**src/rtl/rr_arbiter_pkg.sv**
```systemverilog
// Shared types for the round-robin arbiter: FSM state encoding.
package rr_arbiter_pkg;

    typedef enum logic {
        ST_IDLE = 1'b0,
        ST_BUSY = 1'b1
    } state_t;

endpackage

```
**src/rtl/rr_arbiter_pick.sv**
```systemverilog
// Combinational round-robin selector: lowest set request at or above ptr,
// falling back to the lowest set request overall when none qualifies.
module rr_pick #(
    parameter int WIDTH = 4
) (
    input  logic [WIDTH-1:0]         req,
    input  logic [$clog2(WIDTH)-1:0] ptr,
    output logic [WIDTH-1:0]         pick,
    output logic [$clog2(WIDTH)-1:0] pick_idx,
    output logic                     pick_val
);
    localparam int IW = $clog2(WIDTH);

    logic [WIDTH-1:0] mask;
    logic [WIDTH-1:0] masked;
    logic [WIDTH-1:0] sel;

    for (genvar gi = 0; gi < WIDTH; gi++) begin : g_mask
        assign mask[gi] = (IW'(gi) >= ptr);
    end

    assign masked = req & mask;
    assign sel    = (masked != '0) ? masked : req;

    // Two's-complement trick isolates the lowest set bit.
    assign pick     = sel & (~sel + WIDTH'(1));
    assign pick_val = |req;

    always_comb begin
        pick_idx = '0;
        for (int i = WIDTH - 1; i >= 0; i--) begin
            if (sel[i]) begin
                pick_idx = IW'(i);
            end
        end
    end

endmodule

```
**src/rtl/rr_arbiter.sv**
```systemverilog
// Round-robin arbiter: registers a one-hot grant and holds it until done_i,
// then advances the priority pointer past the last winner.
module rr_arbiter
    import rr_arbiter_pkg::*;
#(
    parameter int WIDTH = 4
) (
    input  logic                     clk_i,
    input  logic                     rst_n_i,
    input  logic [WIDTH-1:0]         req_i,
    input  logic                     done_i,
    output logic [WIDTH-1:0]         gnt_o,
    output logic                     gnt_val_o,
    output logic [$clog2(WIDTH)-1:0] gnt_idx_o
);
    localparam int IW = $clog2(WIDTH);
    localparam logic [IW-1:0] LAST_IDX = IW'(WIDTH - 1);

    state_t           state_q,   state_d;
    logic [IW-1:0]    ptr_q,     ptr_d;
    logic [WIDTH-1:0] gnt_q,     gnt_d;
    logic             gnt_val_q, gnt_val_d;
    logic [IW-1:0]    gnt_idx_q, gnt_idx_d;

    logic [WIDTH-1:0] pick;
    logic [IW-1:0]    pick_idx;
    logic             pick_val;

    rr_pick #(
        .WIDTH(WIDTH)
    ) u_pick (
        .req     (req_i),
        .ptr     (ptr_q),
        .pick    (pick),
        .pick_idx(pick_idx),
        .pick_val(pick_val)
    );

    always_ff @(posedge clk_i or negedge rst_n_i) begin
        if (!rst_n_i) begin
            state_q   <= ST_IDLE;
            ptr_q     <= '0;
            gnt_q     <= '0;
            gnt_val_q <= 1'b0;
            gnt_idx_q <= '0;
        end else begin
            state_q   <= state_d;
            ptr_q     <= ptr_d;
            gnt_q     <= gnt_d;
            gnt_val_q <= gnt_val_d;
            gnt_idx_q <= gnt_idx_d;
        end
    end

    always_comb begin
        state_d   = state_q;
        ptr_d     = ptr_q;
        gnt_d     = gnt_q;
        gnt_val_d = gnt_val_q;
        gnt_idx_d = gnt_idx_q;
        case (state_q)
            ST_IDLE: begin
                if (pick_val) begin
                    gnt_d     = pick;
                    gnt_idx_d = pick_idx;
                    gnt_val_d = 1'b1;
                    state_d   = ST_BUSY;
                end
            end
            ST_BUSY: begin
                // Grant is frozen until completion; requests are not looked at here.
                if (done_i) begin
                    gnt_d     = '0;
                    gnt_idx_d = '0;
                    gnt_val_d = 1'b0;
                    ptr_d     = (gnt_idx_q == LAST_IDX) ? '0 : gnt_idx_q + IW'(1);
                    state_d   = ST_IDLE;
                end
            end
            default: begin
                state_d = ST_IDLE;
            end
        endcase
    end

    assign gnt_o     = gnt_q;
    assign gnt_val_o = gnt_val_q;
    assign gnt_idx_o = gnt_idx_q;

endmodule

```
**config.mk**
```make
export PLATFORM = sky130hd
export DESIGN_NAME = rr_arbiter
export DESIGN_NICKNAME = d
export VERILOG_FILES = /design/src/rtl/rr_arbiter_pkg.sv /design/src/rtl/rr_arbiter_pick.sv /design/src/rtl/rr_arbiter.sv
export SDC_FILE = /design/constraint.sdc
export NUM_CORES = 1
export LEC_CHECK = 0
export CORE_MARGIN = 2
export CORE_UTILIZATION = 41
export DETAILED_ROUTE_END_ITERATION = 8
export PLACE_DENSITY = 0.81
export REMOVE_ABC_BUFFERS = 1
export SETUP_SLACK_MARGIN = 0.4
export SLEW_MARGIN = 30
export SYNTH_ARGS = -nofsm -noshare
export SYNTH_HDL_FRONTEND = slang
export SYNTH_SLANG_ARGS = --single-unit
```
**constraint.sdc**
```tcl
create_clock -name clk_i -period 1.1 [get_ports clk_i]
set_input_delay 0.22 -clock clk_i [delete_from_list [all_inputs] [get_ports clk_i]]
set_output_delay 0.22 -clock clk_i [all_outputs]
set_load 0.01 [all_outputs]
```
==> metrics.md, run 1 <==
| Metric | Value |
|---|---|
| Worst Clk Skew | 0.007030 ns |
| R2R Path Start | ptr_q[1] |
| Die Wd | about 41 µm |
| DR WL/cell | 18.01 µm |
| CTS buffer count | 3 |
| Post-route core utilization | 77.69% |
| Worst setup SP type | register |
| Rel. slew slack | 78.86% |
| Row count | 13 |
| Initial Utilization | 43.94% |
| Fmax | 0.8044 GHz |
| CP required | 1.26 ns |
| Hold Vio Cnt, Final | 0 |
| GRT Residual Overflow | 0 |
| Final instance area | around 1000 µm² |
| Core area | 1301 µm² |
| Critical Path End | gnt_idx_o[1] |
| Top post-synthesis cells by area | dfrtp_1 44%, buf_6 3.9%, nand2_1 3.9% |
| Total Routed Length | ~2000 µm |
| Port Buffers | 13 |
| Critical path data arrival time | 1.40 ns |
| Syn Inst Count | 57 |
| Cell variety after synth | 28 |
| IO Count | 14 |
| Initial antenna violation count | 0 |
| Vias per inst | approximately 5.4 |
| Gr usage total | 26.37% |
| Reg2reg end | gnt_idx_o[1] |
| Post-Syn Area | between 500 and 600 µm² |
| Setup slack after layout | -0.1431 ns |
| Ys async rst share | 100.0% |
| Synth area leader | dfrtp_1 |
| Post-synth EDFFs | 0 |
| Initial DRC count | 7 |
| Pleak | between 0.4 and 0.5 nW |
| Mapped Avg Cell Area | 10.03 µm² |
| Crit Path Max Fanout | 4 |
| Yosys warns | 0 |
| HP Class | primary input to asynchronous set/reset pin |
| Synthesis-stage register bit count | 10 |
| Pwr Total | ~1.7 mW |
| Share of layout cells above drive strength 1 | 61.46% |
| DP HPWL | 1160 µm |
| First-pass GRT wire length | 2835 µm |
| Nets | 105 |
| Min Tclk post-route | around 1.2 ns |
| Final period utilization | 113.0% |
| Failing checks | negative setup slack |
| Crit. Startpoint | ptr_q[1] |
| Unrepaired setup endpoints after global routing | true |
| CTS root buf | clkbuf_4 |
| Pins Over Slew Limit | 0 |
| Gp weighted congestion | just under 0.8 |
| Post-CTS Hold Buffers | 0 |
| Post-Place Cell Area | 835.8 µm² |
| Die Y | 41.35 µm |
| CP Capture Type | register |
| CP Depth | 4 |
| R2r setup slk | -0.14 ns |
| Commonest cells in the netlist | 10 x dfrtp_1, 6 x nand2_1, 4 x o21ai_0 |
| Final setup fails | 6 |
| CP top delay family | flip-flops |
| CTS sink count | 10 |
| H-tree depth | 1 |
| Via count | 602 |
| Vias in the first global route | between 600 and 700 |
| Largest net degree at the start of global routing | 11 |
| Residual DRC | 0 |
| WS Path Type | register to register |
| CP bufs+invs | 0 |
| Setup TNS | -0.5513 ns |
| Reg2Reg Depth | 4 |
| Crit path cell chain | nor2b_2 > nor3b_2 > o31ai_4 > mux2_1 |
| # fillers | 82 |
| CTS max path bufs | 2 |
| Diode count | 0 |
| CTS tree | done |
| Area grow syn2layout | 76.81% |
| Crit-path max cell delay | 0.41 ns |
| Detailed Routing Iterations Pass 1 | 2 |
| DRT antenna net count | 0 |
| Worst VDD drop | 1.394 mV |
| Status | complete, but fails checks |
| Die area | 1709 µm² |
| Crit-path slowest cell | dfrtp_1 |
| Top-count cell post-synth | dfrtp_1 |
| Post-synthesis sequential area ratio | 43.76% |
| Synth top area share | between 40% and 50% |
| Worst-path clk slew | approximately 0.07 ns |
| Worst-Margin Slew | 0.3160 ns |
| Most used DFF post-synth | dfrtp_1 |
| Power per Cell Area | about 1700 nW/µm² |
| Max cap viols | 0 |
| Skew-Pair Late Insertion Delay | 0.27 ns |
## sequential cells by signal, indices dropped and copies added, names as in the netlist
| signal | count |
|---|---|
| gnt_o | 4 |
| gnt_idx_o | 2 |
| ptr_q | 2 |
| gnt_val_o | 1 |
| state_q | 1 |
## metrics by stage
stage / cells / worst slack (ns) / hold slack (ns)
finish: 111 / -0.1431 / 0.2263
global route: 111 / -0.2029 / 0.2331
CTS: 110 / -0.1236 / 0.2310
detailed placement: 101 / -0.6889 / 0.4926
global placement: 101 / -0.5679 / 0.4661
floorplan: 54 / -0.1095 / -0.07559
## per-layer routing
metal / global-route usage [%] / part of all wire, % / vias up
met2: 45.31 / 54 / 15
met5: 0 / 0 / -
li1: - / - / 285
met4: 8.871 / 1.7 / 0
met3: 8.511 / 3.4 / 4
met1: 30.77 / 41 / 298
## worst min-delay path by stage
| stage | start | to | slack (ns) | cells past startpoint |
|---|---|---|---|---|
| finish | rst_n_i | gnt_o[2] | 0.23 | 2 |
| global route | rst_n_i | gnt_o[2] | 0.23 | 2 |
| floorplan | rst_n_i | gnt_idx_o[0] | -0.08 | 0 |
| global placement | gnt_val_o | gnt_val_o | 0.47 | 2 |
| CTS | rst_n_i | gnt_o[2] | 0.23 | 2 |
| detailed placement | gnt_val_o | gnt_val_o | 0.49 | 2 |
## kinds of logic (layout without fill, tap and decap cells)
| family | count (synthesis) | in the layout | share of synthesized area, % |
|---|---|---|---|
| AO/OA/AOI/OAI | 18 | 18 | 21.88 |
| adder cells (fa/ha/maj) | 1 | 1 | 2.188 |
| buffers and inverters | 4 | 43 | 5.469 |
| flip-flops | 10 | 10 | 43.76 |
| multiplexers | 4 | 4 | 7.440 |
| AND/OR/NAND/NOR | 20 | 20 | 19.26 |
## final cells by class
cell class | count | area (µm²) | area share (%)
Clock buffer | 4 | 36.28 | 3.589
Tap cell | 15 | 18.77 | 1.856
Timing Repair Buffer | 38 | 300.3 | 29.70
Multi-Input combinational cell | 43 | 400.4 | 39.60
Inverter | 1 | 3.754 | 0.3713
Sequential cell | 10 | 251.5 | 24.88
## cell usage in the layout, fill, tap and decap left out, types with 2 or more instances in the layout
cell type,instances
a21oi_2,2
a32o_1,2
buf_2,9
buf_4,17
buf_6,8
clkbuf_4,3
dfrtp_1,9
dlygate4sd2_1,2
mux2i_1,2
nand2_1,3
nand2_2,2
nand2b_1,2
nor2_1,2
nor2b_1,2
o21ai_2,2
o31ai_4,3
## power by group
group / internal, mW / switching [mW] / leakage, nW
registers: 0.449 / 0.0752 / 0.125
logic: 0.428 / 0.405 / 0.324
clock network: 0.201 / 0.136 / 0.0210
## repair_timing
item                       in CTS  in global routing
cloned                          0                  0
gates resized for setup        65                  9
pin swaps                       8                  4
buffers inserted                5                  1
setup endpoints to repair      17                 17
## worst reg2reg max path, stage by stage, from the launching register on
cell,delay [ns]
dfrtp_1,0.41
nor2b_2,0.08
nor3b_2,0.23
o31ai_4,0.12
mux2_1,0.30
Power figures use the tool's default switching activity.
==> run 2: changes to the inputs <==
--- a/config.mk
+++ b/config.mk
@@ -5,10 +5,11 @@
 export SDC_FILE = /design/constraint.sdc
 export NUM_CORES = 1
 export LEC_CHECK = 0
-export CORE_MARGIN = 2
-export CORE_UTILIZATION = 41
+export ABC_AREA = 1
+export CORE_AREA = 2 2 39 41
 export DETAILED_ROUTE_END_ITERATION = 8
-export PLACE_DENSITY = 0.81
+export DIE_AREA = 0 0 41 43
+export PLACE_DENSITY = 0.78
 export REMOVE_ABC_BUFFERS = 1
 export SETUP_SLACK_MARGIN = 0.4
 export SLEW_MARGIN = 30
==> run 2 against run 1 <==
The flow still finishes with violations (negative setup slack). Final cell count fell by 1.8%. Clock skew shrank 0.0065 ns. Highest routed layer unchanged. Critical path depth rose by 3. Setup slack improved by 0.057 ns. Largest cell class unchanged. Critical path type unchanged. Hold slack better by 0.019 ns.
==> metrics.md, run 2 <==
| Metric | Value |
|---|---|
| Status | complete, but fails checks |
| Failing checks | negative setup slack |
| Diode count | 0 (unchanged) |
| Power per Cell Area | 2660 nW/µm² (+59%) |
| Nets | 103 (-1.9%) |
| Top-count cell post-synth | nand2_1 |
| Die Y | 43 µm (+4.0%) |
| R2r setup slk | -0.09 ns (+0.06 ns) |
| GRT Residual Overflow | 0 (unchanged) |
| HP Class | primary input to asynchronous set/reset pin |
| Crit path cell chain | nor2_1 > nand2_2 > nand4_1 > nand3_2 > nor2_2 > nand2_1 > nand2_1 |
| Synth top area share | 49.88% (+6.1 points) |
| Final setup fails | 6 (unchanged) |
| Initial Utilization | 36.26% (-7.7 points) |
| Gp weighted congestion | 0.7922 (+0.56%) |
| Hold Vio Cnt, Final | 0 (unchanged) |
| Die Wd | 41 µm (-0.83%) |
| DP HPWL | 854.8 µm (-26%) |
| Pleak | 0.4443 nW (-5.5%) |
| CTS max path bufs | 2 (unchanged) |
| Pwr Total | 2.253 mW (+33%) |
| Global routing's busiest layer | met2 |
| Reg2reg end | gnt_o[3] |
| H-tree depth | 1 (unchanged) |
| CTS tree | done |
| Die area | 1763 µm² (+3.1%) |
| Final period utilization | 107.8% (-5.2 points) |
| Flop pwr share | 29.6% (-1.4 points) |
| CTS sink count | 10 (unchanged) |
| Initial antenna violation count | 0 (unchanged) |
| Final instance area | 847.1 µm² (-16%) |
| CTS buffer count | 3 (unchanged) |
| R2R Path Start | ptr_q[0] |
| Commonest cells after routing, fill and taps aside | 16 x nand2_1, 11 x buf_4, 10 x dfrtp_1, 8 x buf_6, 7 x inv_2 |
| Multi-input logic area | 271.5 µm² (-32%) |
| Met3 GRT Util | 4.712% (-3.8 points) |
| Crit-path slowest cell | dfrtp_1 |
| Commonest non-fill, non-tap cell in the layout | nand2_1 |
| Worst Clk Skew | 0.0005158 ns (-0.006514 ns) |
| Met1 Use GR | 15.61% (-15 points) |
| Top post-synthesis cells by area | dfrtp_1 50%, nand2_1 15%, a31oi_4 4.2% |
| Cell variety after synth | 17 (-39%) |
| Worst VDD drop | 1.258 mV (-9.8%) |
| Worst-Margin Slew | 0.1808 ns (-0.1352 ns) |
| Pins Over Slew Limit | 0 (unchanged) |
| Residual DRC | 0 (unchanged) |
| Gr usage total | 15.31% (-11 points) |
| Setup slack after layout | -0.08565 ns (+0.05750 ns) |
| CP required | 1.31 ns (+0.05 ns) |
| Initial DRC count | 8 (+1) |
| Post-Place Cell Area | 719.4 µm² (-14%) |
| CP Capture Type | register |
| Internal | 1.371 mW (+27%) |
| Synthesis-stage register bit count | 10 (unchanged) |
| Met2 GRT Util | 25.00% (-20 points) |
| Crit-path max cell delay | 0.41 ns (about the same) |
| Total Routed Length | 1236 µm (-38%) |
| DR WL/cell | 11.34 µm (-37%) |
| Min Tclk post-route | 1.186 ns (-0.05750 ns) |
| Max reg flops | 4 (unchanged) |
| Core area | 1384 µm² (+6.3%) |
| Port Buffers | 13 (unchanged) |
| # fillers | 122 (+49%) |
| Reg2Reg Depth | 7 (+3) |
| Vias in the first global route | 461 (-23%) |
| Post-synth EDFFs | 0 (unchanged) |
| IO Count | 14 (unchanged) |
| Skew-Pair Late Insertion Delay | 0.26 ns (about the same) |
| Max cap viols | 0 (unchanged) |
| Detailed Routing Iterations Pass 1 | 2 (unchanged) |
| Row count | 14 (+1) |
| Mapped Avg Cell Area | 8.362 µm² (-17%) |
| Area grow syn2layout | 68.83% |
| Yosys warns | 0 (unchanged) |
| Share of layout cells above drive strength 1 | 53.76% (-7.7 points) |
| Crit Path Max Fanout | 4 (unchanged) |
| Seq. cell area | 250.2 µm² (-0.50%) |
| First-pass GRT wire length | 1752 µm (-38%) |
| Post-synthesis sequential area ratio | 49.88% (+6.1 points) |
| Net Sw Frac | 39.15% (+2.8 points) |
| Rel. slew slack | 87.95% (+9.1 points) |
| Synth area leader | dfrtp_1 |
| Worst-path clk slew | 0.06 ns (about the same) |
| Setup WS pre-CTS | -0.3749 ns (+0.3140 ns) |
| Ys async rst share | 100.0% (unchanged) |
| Vias per inst | 4.716 (-13%) |
| Syn Inst Count | 60 (+5.3%) |
| Via count | 514 (-15%) |
| Most used DFF post-synth | dfrtp_1 |
| Commonest cells in the netlist | 20 x nand2_1, 10 x dfrtp_1, 5 x nor2_1 |
| WHS | 0.2449 ns (+0.01863 ns) |
| Worst setup SP type | register |
| DRT antenna net count | 0 (unchanged) |
| Most frequent CP cell | nand2_1 |
| Post-Syn Area | 501.7 µm² (-12%) |
| Clock share of power | 10.7% (-9.2 points) |
| Combinational Power Share | 59.7% (+11 points) |
| CTS root buf | clkbuf_4 |
| Fmax | 0.8434 GHz (+4.8%) |
| WS Path Type | register to register |
| Psw | 882.3 µW (+43%) |
| Unrepaired setup endpoints after global routing | true |
| Largest net degree at the start of global routing | 11 (unchanged) |
| Critical path data arrival time | 1.39 ns (about the same) |
-- run 2: kinds of logic after synthesis --
kind of cell             after synthesis  share of synthesized area (%)
buffers and inverters                  8                          5.983
adder cells (fa/ha/maj)                1                          2.493
flip-flops                            10                          49.88
AO/OA/AOI/OAI                          8                          12.47
AND/OR/NAND/NOR                       33                          29.18
-- run 2: how the worst max path moves through the flow --
| stage | startpoint | end | slack (ns) |
|---|---|---|---|
| 2_1_floorplan | ptr_q[0] | gnt_o[2] | 0.05 |
| 3_3_place_gp | req_i[0] | gnt_o[3] | -0.33 |
| 3_5_place_dp | req_i[0] | gnt_idx_o[1] | -0.37 |
| 4_1_cts | ptr_q[0] | gnt_o[3] | -0.08 |
| 5_1_grt | ptr_q[1] | gnt_o[2] | -0.16 |
| 6_report | ptr_q[0] | gnt_o[3] | -0.09 |
-- run 2: power by group through the flow --
stage / Combinational, mW / Sequential [mW] / Clock, mW
5_1_grt: 1.46 / 0.681 / 0.263
4_1_cts: 1.15 / 0.653 / 0.244
3_3_place_gp: 0.970 / 0.655 / 0
2_1_floorplan: 0.435 / 0.706 / 0
3_5_place_dp: 0.995 / 0.655 / 0
6_report: 1.35 / 0.666 / 0.242
-- run 2: cell type report --
type / count / area share (%)
clock buffers: 3 / 2.659
inverters: 8 / 3.545
well taps: 16 / 2.363
flip-flops and latches: 10 / 29.54
multi-input cells: 42 / 32.05
repair buffers: 30 / 29.84
-- run 2: per-layer routing --
layer | part of all wire [%] | wire length, µm | up-vias
li1 | - | - | 261
met1 | 39 | 476 | 236
met2 | 54 | 666 | 13
met3 | 4.5 | 56 | 4
met4 | 2.9 | 36 | 0
met5 | 0 | 0 | -
-- run 2: worst max-delay path, delay by kind of cell, from the launching register on --
kind          cells  cell delay, ns
flops             1            0.41
simple gates      7            0.72
-- run 2: what timing repair did --
action,CTS,global route
setup buffers,4,4
pin swaps,4,6
hold buffers,0,0
endpoints found under the setup margin,17,17
gates resized for setup,47,9
-- run 2: per-stage QoR --
| step | setup TNS [ns] | std cells | utilization (%) |
|---|---|---|---|
| after global placement | -2.494 | 98 | 51.99 |
| after detailed placement | -2.906 | 98 | 51.99 |
| after floorplan | 0 | 60 | - |
| final | -0.2883 | 109 | 61.21 |
| after CTS | -0.2122 | 105 | 57.05 |
| after global routing | -0.7564 | 109 | 61.21 |
==> run 3: changes to the inputs <==
--- a/config.mk
+++ b/config.mk
@@ -6,10 +6,8 @@
 export NUM_CORES = 1
 export LEC_CHECK = 0
 export ABC_AREA = 1
-export CORE_AREA = 2 2 39 41
+export CORE_UTILIZATION = 25
 export DETAILED_ROUTE_END_ITERATION = 8
-export DIE_AREA = 0 0 41 43
-export PLACE_DENSITY = 0.78
 export REMOVE_ABC_BUFFERS = 1
 export SETUP_SLACK_MARGIN = 0.4
 export SLEW_MARGIN = 30
==> run 3 against run 2 <==
The flow still finishes with violations (negative setup slack). Non-clock buffer count shrank 2. Highest routed layer unchanged. Combinational power down 13%. Routed wire length shrank 7.3%. Clock skew barely moved. Clock-buffer cell count grew 1. Power down 4.6%. Largest power group unchanged.
==> metrics.md, run 3 (same netlist as run 2, synthesis figures left out) <==
| Metric | Value |
|---|---|
| WHS | 0.2436 ns (-0.001272 ns) |
| CTS root buf | clkbuf_4 |
| Diode count | 0 (unchanged) |
| DRT antenna net count | 0 (unchanged) |
| Pins Over Slew Limit | 0 (unchanged) |
| Largest net degree at the start of global routing | 11 (unchanged) |
| Power per Cell Area | 2603 nW/µm² (-2.1%) |
| Initial antenna violation count | 0 (unchanged) |
| Max cap viols | 0 (unchanged) |
| DP HPWL | 890.3 µm (+4.2%) |
| Post-Layout Cell Count | 117 (+7.3%) |
| Share of layout cells above drive strength 1 | 46.74% (-7.0 points) |
| Post-Place Cell Area | 738.2 µm² (+2.6%) |
| Critical path data arrival time | 1.32 ns (-0.07 ns) |
| Commonest cells after routing, fill and taps aside | 18 x nand2_1, 11 x buf_4, 10 x dfrtp_1, 7 x buf_2, 5 x dlygate4sd2_1 |
| Initial DRC count | 5 (-3) |
| Max reg flops | 4 (unchanged) |
| Post-route core utilization | 45.83% (-15 points) |
| Status | complete, but fails checks |
| Worst-path clk slew | 0.06 ns (about the same) |
| Initial Utilization | 27.85% (-8.4 points) |
| DR WL/cell | 9.795 µm (-14%) |
| Final instance area | 825.8 µm² (-2.5%) |
| Skew-Pair Late Insertion Delay | 0.26 ns (about the same) |
| Area grow syn2layout | 64.59% |
| H-tree depth | 1 (unchanged) |
| Gr usage total | 12.26% (-3.1 points) |
| CTS tree | done |
| Total Routed Length | 1146 µm (-7.3%) |
| Detailed Routing Iterations Pass 1 | 2 (unchanged) |
| IO Count | 14 (unchanged) |
| HP Class | primary input to asynchronous set/reset pin |
| Worst VDD drop | 0.8164 mV (-35%) |
| WS Path Type | register to register |
| CP required | 1.25 ns (-0.06 ns) |
| First-pass GRT wire length | 1738 µm (-0.80%) |
| Crit Path Max Fanout | 4 (unchanged) |
| Hold Vio Cnt, Final | 0 (unchanged) |
| Worst Clk Skew | 0.0003623 ns (-0.0001535 ns) |
| Gp weighted congestion | 0.7272 (-8.2%) |
| Vias per inst | 4.043 (-14%) |
| CTS max path bufs | 2 (unchanged) |
| Pleak | 0.4364 nW (-1.8%) |
| Setup WS pre-CTS | -0.3598 ns (+0.01506 ns) |
| Die area | 2190 µm² (+24%) |
| Fmax | 0.8612 GHz (+2.1%) |
| Die Wd | 46.80 µm (+14%) |
| Final period utilization | 105.6% (-2.2 points) |
| Vias in the first global route | 410 (-11%) |
| Worst-Margin Slew | 0.1753 ns (-0.005437 ns) |
| Commonest non-fill, non-tap cell in the layout | nand2_1 |
| Setup slack after layout | -0.06121 ns (+0.02444 ns) |
| Via count | 473 (-8.0%) |
| Row count | 15 (+1) |
| Die Y | 46.80 µm (+8.8%) |
| Failing checks | negative setup slack |
| Min Tclk post-route | 1.161 ns (-0.02444 ns) |
| GRT Residual Overflow | 0 (unchanged) |
| Rel. slew slack | 88.31% (+0.36 points) |
| Placed cells | 108 (+10%) |
| Residual DRC | 0 (unchanged) |
| CTS buffer count | 3 (unchanged) |
| CP Capture Type | register |
| Unrepaired setup endpoints after global routing | true |
| Final setup fails | 4 (-2) |
| Core area | 1802 µm² (+30%) |
| Port Buffers | 13 (unchanged) |
| Nets | 101 (-1.9%) |
| CTS sink count | 10 (unchanged) |
| Worst setup SP type | register |
[run 3: layout make-up]
cell class              instances  area [µm²]
flip-flops and latches         10       250.2
fillers                       190       975.9
clock buffers                   4       36.28
well taps                      25       31.28
inverters                       8       30.03
repair buffers                 28       216.5
multi-input cells              42       261.5
[run 3: timing repair]
item                                    in CTS  in global routing
pin swaps                                    7                  2
buffers inserted                             2                  3
endpoints found under the setup margin      17                 17
resized for setup                           44                  2
hold buffers                                 0                  0
[run 3: power by group]
part           internal [mW]  total, mW  switching [mW]
Clock                  0.201      0.320           0.119
Combinational          0.597       1.17           0.572
Sequential             0.539      0.661           0.122
[run 3: path summary, 6_finish.rpt]
path                          start        end  slack, ns  depth (start not counted)
max                        ptr_q[1]   gnt_o[3]      -0.06                          7
min                         rst_n_i  gnt_val_o       0.24                          2
max reg2reg                ptr_q[1]   gnt_o[3]      -0.06                          7
min reg2reg                gnt_o[3]   gnt_o[3]       0.48                          2
max in group asynchronous   rst_n_i   gnt_o[2]       0.71                          2
min in group clk_i           done_i    state_q       0.30                          2
[run 3: critical path, stage by stage (launching register included)]
cell     delay, ns
dfrtp_1       0.38
inv_1         0.08
a21oi_2       0.16
nand4_1       0.15
nand3_2       0.13
nor2_2        0.05
nand2_1       0.05
nand2_1       0.05
[run 3: layer usage]
metal,vias to the layer above,share of wire [%],global-route usage [%]
li1,259,-,-
met1,201,47,15.20
met2,11,47,18.33
met3,2,4.1,2.308
met4,0,1.6,10.29
met5,-,0,0
[run 3: through the flow]
step / power [mW] / setup TNS [ns]
4_1_cts: 2.096 / -0.1442
6_report: 2.150 / -0.1230
5_1_grt: 2.330 / -0.5244
3_3_place_gp: 1.664 / -2.624
2_1_floorplan: 1.141 / 0
3_5_place_dp: 1.679 / -2.827
